## config.mk

```make
export PLATFORM = sky130hd
export DESIGN_NAME = axi_sram_rd_slave
export DESIGN_NICKNAME = d
export VERILOG_FILES = /design/src/rtl/axi_sram_rd_slave.sv
export SDC_FILE = /design/constraint.sdc
export NUM_CORES = 1
export LEC_CHECK = 0
export CORE_MARGIN = 2
export CORE_UTILIZATION = 45
export DETAILED_ROUTE_END_ITERATION = 16
export PLACE_DENSITY_LB_ADDON = 0.08
export SYNTH_ARGS = -nofsm -noshare
export SYNTH_HDL_FRONTEND = slang
export SYNTH_SLANG_ARGS = --single-unit
```

## constraint.sdc

```tcl
create_clock -name i_clk -period 23.4 [get_ports i_clk]
set_input_delay 4.68 -clock i_clk [delete_from_list [all_inputs] [get_ports i_clk]]
set_output_delay 4.68 -clock i_clk [all_outputs]
set_load 0.005 [all_outputs]
```

## src/rtl/axi_sram_rd_slave.sv

```systemverilog
// rtl/axi_sram_rd_slave.sv - AXI4 single-burst read slave in front of a 256-bit SRAM
// Issues one SRAM read per beat, buffers returns in a 2-entry FIFO feeding the R channel.
`timescale 1ns/1ps
module axi_sram_rd_slave #(
  parameter int SRAM_AW = 10
) (
  input  logic               i_clk,
  input  logic               i_reset_n,
  input  logic [6:0]         arid,
  input  logic [31:0]        araddr,
  input  logic [7:0]         arlen,
  input  logic [2:0]         arsize,
  input  logic [1:0]         arburst,
  input  logic               arvalid,
  output logic               arready,
  output logic [6:0]         rid,
  output logic [255:0]       rdata,
  output logic [1:0]         rresp,
  output logic               rlast,
  output logic               rvalid,
  input  logic               rready,
  output logic               o_sram_ce,
  output logic [SRAM_AW-1:0] o_sram_addr,
  input  logic [255:0]       i_sram_rdata
);

  typedef enum logic {S_IDLE = 1'b0, S_BURST = 1'b1} state_t;

  state_t             state_q;
  logic               arready_q;
  logic [6:0]         id_q;
  logic [7:0]         len_q;
  logic [1:0]         burst_q;
  logic [SRAM_AW-1:0] start_q;
  logic               err_q;
  logic [8:0]         issued_q;
  logic               inflight_q;
  logic               infl_last_q;
  logic [255:0]       fdata_q [2];
  logic [1:0]         fresp_q [2];
  logic               flast_q [2];
  logic               wr_ptr_q;
  logic               rd_ptr_q;
  logic [1:0]         cnt_q;

  logic               ar_hs;
  logic               ar_err;
  logic               pop;
  logic               issue;
  logic [2:0]         occ;
  logic [SRAM_AW-1:0] len_mask;
  logic [SRAM_AW-1:0] incr_addr;
  logic [SRAM_AW-1:0] issue_addr;
  logic               unused_addr_lsb;

  assign unused_addr_lsb = ^araddr[4:0];
  assign ar_hs = arvalid && arready_q;
  assign ar_err = (arsize != 3'd5) || (arburst == 2'b11) || (|araddr[31:SRAM_AW+5]) ||
                  ((arburst == 2'b10) && !(arlen inside {8'd1, 8'd3, 8'd7, 8'd15}));

  assign pop = (cnt_q != 2'd0) && rready;
  // Slots already committed (buffered or still coming back from SRAM), net of this cycle's pop.
  assign occ = {1'b0, cnt_q} + {2'b00, inflight_q} - {2'b00, pop};
  assign issue = (state_q == S_BURST) && (issued_q < ({1'b0, len_q} + 9'd1)) && (occ < 3'd2);

  assign len_mask  = SRAM_AW'(len_q);
  assign incr_addr = start_q + SRAM_AW'(issued_q);
  always_comb begin
    issue_addr = incr_addr;
    case (burst_q)
      2'b00:   issue_addr = start_q;
      2'b10:   issue_addr = (start_q & ~len_mask) | (incr_addr & len_mask);
      default: issue_addr = incr_addr;
    endcase
  end

  assign o_sram_ce   = issue && !err_q;
  assign o_sram_addr = issue_addr;
  assign arready     = arready_q;
  assign rvalid      = (cnt_q != 2'd0);
  assign rdata       = fdata_q[rd_ptr_q];
  assign rresp       = fresp_q[rd_ptr_q];
  assign rlast       = flast_q[rd_ptr_q];
  assign rid         = id_q;

  always_ff @(posedge i_clk) begin
    if (!i_reset_n) begin
      state_q     <= S_IDLE;
      arready_q   <= 1'b0;
      id_q        <= '0;
      len_q       <= '0;
      burst_q     <= '0;
      start_q     <= '0;
      err_q       <= 1'b0;
      issued_q    <= '0;
      inflight_q  <= 1'b0;
      infl_last_q <= 1'b0;
      wr_ptr_q    <= 1'b0;
      rd_ptr_q    <= 1'b0;
      cnt_q       <= '0;
      for (int i = 0; i < 2; i++) begin
        fdata_q[i] <= '0;
        fresp_q[i] <= '0;
        flast_q[i] <= 1'b0;
      end
    end else begin
      case (state_q)
        S_IDLE: begin
          arready_q <= 1'b1;
          if (ar_hs) begin
            state_q   <= S_BURST;
            arready_q <= 1'b0;
            id_q      <= arid;
            len_q     <= arlen;
            burst_q   <= arburst;
            start_q   <= araddr[SRAM_AW+4:5];
            err_q     <= ar_err;
            issued_q  <= '0;
          end
        end
        default: begin
          if (pop && flast_q[rd_ptr_q]) begin
            state_q   <= S_IDLE;
            arready_q <= 1'b1;
          end
        end
      endcase

      if (issue) issued_q <= issued_q + 9'd1;
      inflight_q  <= issue;
      infl_last_q <= issue && (issued_q == {1'b0, len_q});

      // Error beats travel the same one-cycle pipe so beat timing is identical.
      if (inflight_q) begin
        fdata_q[wr_ptr_q] <= err_q ? '0 : i_sram_rdata;
        fresp_q[wr_ptr_q] <= err_q ? 2'b10 : 2'b00;
        flast_q[wr_ptr_q] <= infl_last_q;
        wr_ptr_q          <= ~wr_ptr_q;
      end
      if (pop) rd_ptr_q <= ~rd_ptr_q;
      cnt_q <= cnt_q + {1'b0, inflight_q} - {1'b0, pop};
    end
  end

endmodule
```

* Word-level counts from Yosys, hierarchy flattened
Memory sizes are Yosys's and may differ from the RTL's. A register that Yosys moved wholly into a read port is not among the register bits.
Cells that the tools add are included.
** Storage, ports and cells
- Bits in registers :: 45
- RAM bits :: 518
- Bits of input ports :: 312
- Output and inout port bits :: 279
- Word-level logic and storage cells :: 97
- Memories :: 3
** Operators by class
- Add/subtract/negate cells :: 7
- Order comparisons :: 2
- Eq/ne operators :: 11
- Multiplexer cells :: 31
- Bitwise logic cells :: 7
- Reduce and logical (&&, ||, !) cells :: 23
** Memory list
- fdata_q :: words 2, bits a word 256, read ports 1, clocked after memory_dff 1, wr ports 2, line 39 : logic [255:0] fdata_q [2];
- fresp_q :: words 2, bits a word 2, read ports 1, clocked after memory_dff 1, wr ports 2, line 40 : logic [1:0] fresp_q [2];
- flast_q :: words 2, bits a word 1, read ports 1, clocked after memory_dff 1, wr ports 2, line 41 : logic flast_q [2];
** Operator list (count)
- 256-bit two-way mux :: 2
- 256-bit OR reduction :: 1
- 9-bit two-way mux :: 3
- 1-bit two-way mux :: 23
- 10-bit one-hot mux with 2 select lines :: 1
- 17-bit OR reduction :: 1
- 10-bit by 9-bit adder with 10-bit output :: 1
- 10-bit bitwise AND :: 1
- 10-bit by 8-bit bitwise AND with 10-bit output :: 1
- 8-bit inverter with 10-bit output :: 1
- 10-bit OR :: 1
- 8-bit by 1-bit adder with 9-bit output (second input constant) :: 1
- 9-bit by 1-bit adder with 9-bit output (second input constant) :: 1
- 9-bit by 8-bit == test with 1-bit output :: 1
- 9-bit < comparator :: 1
- 8-bit by 1-bit == test with 1-bit output (second input constant) :: 1
- 8-bit by 2-bit == test with 1-bit output (second input constant) :: 1
- 8-bit by 3-bit == test with 1-bit output (second input constant) :: 1
- 8-bit by 4-bit == test with 1-bit output (second input constant) :: 1
- 1-bit logical AND :: 8
- 2-bit == test (second input constant) :: 3
- 2-bit two-way mux :: 2
- 2-bit by 1-bit inequality test with 1-bit output (second input constant) :: 2
- 2-bit AND reduction :: 2
- 14 further kinds :: 20

* Logic depth before layout (Yosys ltp)
Gate-level depths: netlist of run 1.
- Word-level depth :: 7
- Gate-level depth with buffers :: 11
- Mapped depth without buffers :: 11

* Least setup slack after synthesis of run 1
OpenSTA, ideal clock, no wires.
- Path type :: input-to-reg
- From :: input port i_reset_n
- To :: memory fdata_q[1][0] (enable)
- Library setup time :: 1956 ps
- Data arrival time :: 9634 ps
- Required time :: 21444 ps
- Setup slack :: 11810 ps
- Stages :: 4
- Buffers on the path :: 2
- Path through :: nand3_1 > clkbuf_1 > clkbuf_1 > nand2_1
** RTL lines
- start: declaration :: line 8 : input logic i_reset_n,
- end: declaration :: line 39

* Final worst setup path of run 1
- From :: input port rready
- To :: output port o_sram_ce
** Between the ends
- Cells in the longest elaborated chain, start to end :: 5
** RTL lines
- start: declaration :: line 21 : input logic rready,
- 1-bit logical AND :: line 61 : assign pop = (cnt_q != 2'd0) && rready;
- named net pop :: line 48 : logic pop;
- 3-bit by 1-bit subtractor with 3-bit output :: line 63 : assign occ = {1'b0, cnt_q} + {2'b00, inflight_q} - {2'b00, pop};
- named net occ[1] :: line 50 : logic [2:0] occ;
- 3-bit by 2-bit < comparator with 1-bit output :: line 64 : assign issue = (state_q == S_BURST) && (issued_q < ({1'b0, len_q} + 9'd1)) && (occ < 3'd2);
- 1-bit logical AND :: line 64
- 1-bit logical AND :: line 77 : assign o_sram_ce = issue && !err_q;
- end: declaration :: line 22 : output logic o_sram_ce,
The timed path passes the listed nets, and every way through them passes these cells.

==> results of run 1 <==
-- worst min-delay path, stage by stage (launching register included) --
cell and delay (ns):
dfxtp_1 0.31, nand2_1 0.05, a21oi_1 0.05
-- sequential cells by signal, summed over array words and instances, names as in the netlist, named ones only --
| name | cells |
|---|---|
| burst_q | 2 |
| rd_ptr_q | 1 |
| wr_ptr_q | 1 |
| fdata_q | 512 |
| arready | 1 |
| len_q | 8 |
| start_q | 10 |
| err_q | 1 |
| fresp_q | 2 |
| rid | 7 |
| infl_last_q | 1 |
| flast_q | 2 |
| state_q | 1 |
| issued_q | 9 |
| cnt_q | 2 |
| inflight_q | 1 |
-- cell families (layout without fill, tap and decap cells) --
family / after synthesis / after routing / synth area share
AOI/OAI and AO/OA: 95 / 95 / 0.0239
xor gates and xnor gates: 22 / 22 / 0.00783
adders and majority gates: 24 / 24 / 0.0128
buffers and inverters: 145 / 720 / 0.0236
DFF: 562 / 562 / 0.666
muxes: 262 / 262 / 0.120
other: 1 / 8 / 0.000152
and+or+nand+nor: 919 / 919 / 0.145
-- report_power, final --
part	internal [mW]	total (mW)	switching, mW
registers	1.18	1.22	0.0405
clock network	0.513	0.897	0.384
logic	0.415	0.726	0.311
total	2.10	2.84	0.735
-- per-stage QoR --
step | worst slack (ns) | instance area (um2) | util
2_1_floorplan | 11.81 | 24600 | -
3_3_place_gp | 10.86 | 31000 | 0.574
3_5_place_dp | 10.77 | 31000 | 0.574
4_1_cts | 10.73 | 32800 | 0.608
5_1_grt | 10.52 | 32800 | 0.608
6_report | 10.75 | 32800 | 0.609
-- placed cells by master (no fill, tap or decap), types with 15 or more instances in the layout --
master	instances
nand2_1	339
xor2_1	16
clkbuf_16	61
mux2_2	261
ha_1	22
edfxtp_1	514
buf_4	18
nor2_1	528
clkdlybuf4s50_1	584
dfxtp_1	47
clkinv_1	15
a21oi_1	44
o21ai_0	19
-- area by class of cell --
class | instances | share of cell area
Antenna cell | 7 | 0.000534
Clock buffer | 75 | 0.0490
Clock inverter | 30 | 0.00641
Inverter | 12 | 0.00160
Multi-Input combinational cell | 1323 | 0.233
Sequential cell | 562 | 0.500
Tap cell | 696 | 0.0265
Timing Repair Buffer | 603 | 0.183
-- worst min-delay path by stage --
stage | cells past startpoint | startpoint | to
final | 2 | rid[2]$_SDFFE_PN0P_ | rid[2]$_SDFFE_PN0P_
after detailed placement | 2 | rid[2]$_SDFFE_PN0P_ | rid[2]$_SDFFE_PN0P_
after floorplan | 2 | infl_last_q$_SDFF_PN0_ | flast_q[0]$_DFF_P_
after global placement | 2 | rid[0]$_SDFFE_PN0P_ | rid[0]$_SDFFE_PN0P_
after CTS | 2 | rid[2]$_SDFFE_PN0P_ | rid[2]$_SDFFE_PN0P_
after global routing | 2 | rid[3]$_SDFFE_PN0P_ | rid[3]$_SDFFE_PN0P_
-- layer usage --
metal | vias up | track usage | share of wire
met4 | 22 | 0.0871 | 0.033
met1 | 8346 | 0.281 | 0.39
li1 | 8101 | - | -
met3 | 134 | 0.0886 | 0.090
met2 | 500 | 0.388 | 0.49
met5 | - | 0 | 0.0021
==> summary.txt, run 1 <==
status -> complete, no violations
crit-path max cell delay -> 0.55 ns
Std-Cell Rows -> 85
Power, Total -> 2.84 mW
worst r2r dst -> fdata_q[1][182]$_SDFFCE_PN0P_
Crit. path cell count -> 13
Post-CTS Hold Buffers -> 0
worst-path fanout max -> 9
CTS clk-pin slew, worst paths -> 0.05 ns
Post CTS Setup Buffer Count -> 0
Post-Route WL -> 68.7 mm
Die Area -> 0.0566 mm2
CP endpoint kind -> output port
Starting Density -> 0.456
Power per Cell Area -> 86.5 mW/mm2
EDFF count, synth -> 514
Setup crit end -> o_sram_ce
Critical R2R Launch -> inflight_q$_SDFF_PN0_
largest net degree at the start of global routing -> 165
count leader, synth -> nor2_1
CTS Buffer Depth -> 3
leak pwr -> 12.4 nW
layout cells sized above 1 -> 0.143
Inst Count DP -> 3196
PortBufs -> 584
Final Hold Fails -> 0
synthesized netlist cell count -> 2030
reg2reg setup slack -> 19.07 ns
Critical Path RT -> 18.72 ns
library cells used by synthesis -> 51
worst-path cell chain -> clkdlybuf4s50_1 -> o21ai_0 -> inv_1 -> ha_1 -> inv_1 -> ha_1 -> fa_1 -> nor3b_1 -> o211ai_1 -> a21oi_2 -> nand2_4 -> nor2_1 -> clkdlybuf4s50_1
Layout Cells excl Fill -> 3308
Worst setup SP type -> primary input
CTS tree -> built
HPWL after DPL -> 43.0 mm
CTS Root Cell -> clkbuf_16
routed len/inst -> 20.8 um
Final Max Slew Viols -> 0
# fillers -> 4356
DRT Pass-1 Iters -> 5
initial antenna violation count -> 17
slowest cell on the critical path -> clkdlybuf4s50_1
fin crit share -> 0.541
# nets final -> 2898
CTS Buf Count -> 60
Main synth FF type -> edfxtp_1
Vias/cell -> 5.17
GRT Total Usage -> 0.235
syn nets -> 2366
setup TNS -> 0 ns
clock sink count -> 562
core area -> 0.0539 mm2
Post-synth ARST share -> 0
Sequential cell area -> 0.0164 mm2
synthesized flop and latch total -> 562
DR vias -> 17103
area leader, netlist -> edfxtp_1
CP bufs+invs -> 4
vias in the first global route -> 17331
RD Place Congestion -> 0.814
sequential area share after synthesis -> 0.666
ANT nets after route -> 0
f_max -> 79.1 MHz
Synth Cell Area -> 0.0246 mm2
final setup fails -> 0
arrival time at the worst endpoint -> 7.97 ns
Fin Hold WS -> 0.456 ns
syn avg cell area -> 12.1 um2
top post-synthesis cells by area -> edfxtp_1 63%, mux2_2 12%, nor2_1 8.1%, nand2_1 5.2%, dfxtp_1 3.9%
IR drop worst, VDD -> 0.0704 mV
Worst setup startpoint -> rready
drt drc -> 0
hold crit path type -> reg -> reg
Max Clock Skew -> 0.0148 ns
first-pass GRT wire length -> 101 mm
Post-synth top cells -> 528 x nor2_1, 514 x edfxtp_1, 341 x nand2_1, 261 x mux2_2, 97 x clkbuf_1
Setup Crit Path Kind -> in -> out
crit-path leading delay family -> buffers and inverters
Area Overhead vs Synth -> 33.4%
grt total ovfl -> 0
max cap viols -> 0
Tmin final -> 12.65 ns
Iter 0 DRT Violations -> 1092
DIE WIDTH -> 238 um
Reg2Reg Depth -> 4
Die Y -> 238 um
CTS H-tree depth -> 2
Synth top area share -> 0.627
post_cts resized -> 0
slew of the pin with the lowest slew margin -> 1.14 ns
multi-input logic area -> 0.00765 mm2
unrepaired setup endpoints after global routing -> no
Slew HR -> 0.242
Synth Warn # -> 0
worst skew pair latency -> 0.61 ns
num ports -> 591
Note: power is estimated with default switching activity, not from simulation.
==> inputs of run 2 (changes only) <==
- clock period: 23.4 -> 10.61 ns (I/O delays scaled with it)
==> summary.txt, run 2 (synthesis gave the netlist of run 1 again) <==
# nets final -> 2896 (-0.069%)
Slew HR -> 0.232 (-0.00978)
leading cell type in the layout, fill and taps excluded -> clkdlybuf4s50_1
# fillers -> 4454 (+2.2%)
unrepaired setup endpoints after global routing -> no
post_cts resized -> 0 (unchanged)
Largest Register -> fdata_q
Setup Crit Path Kind -> in -> out
Vias/cell -> 5.19 (+0.33%)
Design Area, Final -> 0.0328 mm2 (about the same)
Worst setup SP type -> primary input
hold crit path type -> reg -> reg
GRT Total Usage -> 0.237 (+0.00148)
Iter 0 DRT Violations -> 1133 (+3.8%)
grt total ovfl -> 0 (unchanged)
vias in the first global route -> 17537 (+1.2%)
fin crit share -> 0.705
max cap viols -> 0 (unchanged)
num ports -> 591 (unchanged)
Power per Cell Area -> 190 mW/mm2 (+120%)
CTS Buf Count -> 60 (unchanged)
status -> complete, no violations
Largest register FFs -> 512 (unchanged)
Tmin final -> 7.48 ns
routed len/inst -> 20.7 um (-0.30%)
arrival time at the worst endpoint -> 5.36 ns (-2.61 ns)
Std-Cell Rows -> 85 (unchanged)
worst-path fanout max -> 9 (unchanged)
leak pwr -> 12.3 nW (-0.12%)
CTS tree -> built
Reg2Reg Depth -> 11 (+7)
DIE WIDTH -> 238 um (unchanged)
Die Y -> 238 um (unchanged)
Power, Total -> 6.23 mW (+120%)
CTS Root Cell -> clkbuf_16
worst skew pair latency -> 0.62 ns (about the same)
PortBufs -> 584 (unchanged)
Starting Density -> 0.456 (unchanged)
commonest non-fill, non-tap cells in the layout -> 584 x clkdlybuf4s50_1, 528 x nor2_1, 514 x edfxtp_1
CTS Buffer Depth -> 3 (unchanged)
clock sink count -> 562 (unchanged)
Max Clock Skew -> 0.0129 ns (-0.00191 ns)
Post CTS Setup Buffer Count -> 0 (unchanged)
final setup fails -> 0 (unchanged)
layout cells sized above 1 -> 0.141 (-0.00224)
Final Hold Fails -> 0 (unchanged)
Largest regs -> fdata_q x512, start_q x10, issued_q x9
Post-CTS Hold Buffers -> 0 (unchanged)
core area -> 0.0539 mm2 (unchanged)
Area Overhead vs Synth -> 33.4% (about the same)
f_max -> 134 MHz
initial antenna violation count -> 17 (unchanged)
HPWL after DPL -> 43.2 mm (+0.40%)
CTS clk-pin slew, worst paths -> 0.06 ns (about the same)
ANT nets after route -> 0 (unchanged)
largest net degree at the start of global routing -> 167 (+1.2%)
DR vias -> 17206 (+0.60%)
Die Area -> 0.0566 mm2 (unchanged)
Post-Route WL -> 68.6 mm (about the same)
DRT Pass-1 Iters -> 5 (unchanged)
setup TNS -> 0 ns (unchanged)
drt drc -> 0 (unchanged)
CTS H-tree depth -> 2 (unchanged)
placed cell area -> 0.0310 mm2 (about the same)
Min-Delay Path Depth -> 2 (unchanged)
RD Place Congestion -> 0.809 (-0.72%)
slew of the pin with the lowest slew margin -> 1.15 ns (+0.0147 ns)
CP endpoint kind -> output port
first-pass GRT wire length -> 103 mm (+1.2%)
IR drop worst, VDD -> 0.141 mV (+100%)
Critical Path RT -> 8.49 ns (-10.23 ns)
Final Max Slew Viols -> 0 (unchanged)
[run 2: cell count changes in the layout (fill, tap and decap cells not counted), sizes merged]
cell and delta:
bufinv -2, clkbuf +10, buf -2, diode +3
[run 2: where the power goes]
group	internal (mW)	switching [mW]	leakage, nW	total, mW
clock network	1.10	0.852	0.885	1.95
logic	0.914	0.690	5.75	1.60
registers	2.59	0.0808	5.71	2.67
total	4.60	1.62	12.3	6.23
[run 2: final cells by class]
type	instances	area, um2	area share
clock inverters	28	158	0.00480
diodes	10	25.0	0.000763
well taps	696	871	0.0265
inverters	12	52.6	0.00160
clock buffers	85	1650	0.0502
repair buffers	601	6010	0.183
flip-flops and latches	562	16400	0.500
multi-input cells	1323	7650	0.233
[run 2: final timing paths]
| kind | start | to | slack (ns) |
|---|---|---|---|
| worst min-delay path | rid[1]$_SDFFE_PN0P_ | rid[1]$_SDFFE_PN0P_ | 0.46 |
| worst min register to register | rid[1]$_SDFFE_PN0P_ | rid[1]$_SDFFE_PN0P_ | 0.46 |
| worst max-delay path | rready | o_sram_ce | 3.13 |
| worst max register to register | cnt_q[1]$_SDFF_PN0_ | issued_q[8]$_SDFFE_PN0P_ | 7.59 |
[run 2: worst max-delay path, cell delays in order]
cell             delay (ns)
clkdlybuf4s50_1        0.40
o21ai_0                0.13
inv_1                  0.11
ha_1                   0.29
inv_1                  0.04
ha_1                   0.19
fa_1                   0.48
nor3b_1                0.21
o211ai_1               0.13
a21oi_2                0.44
nand2_4                0.13
nor2_1                 0.13
clkdlybuf4s50_1        0.55
[run 2: layer usage]
metal	vias to the layer above	track usage	wire [um]
li1	8108	-	-
met1	8485	0.284	26700
met2	495	0.401	34300
met3	104	0.0826	5950
met4	14	0.0732	1580
met5	-	0	89
[run 2: through the flow]
step | hold WS, ns | instances | setup WS (ns) | util
3_5_place_dp | 0.450 | 3194 | 3.10 | 0.575
5_1_grt | 0.476 | 3316 | 2.98 | 0.609
3_3_place_gp | 0.443 | 3194 | 3.17 | 0.575
2_1_floorplan | 0.446 | 2030 | 1.58 | -
6_report | 0.455 | 3317 | 3.13 | 0.609
4_1_cts | 0.461 | 3307 | 3.10 | 0.608
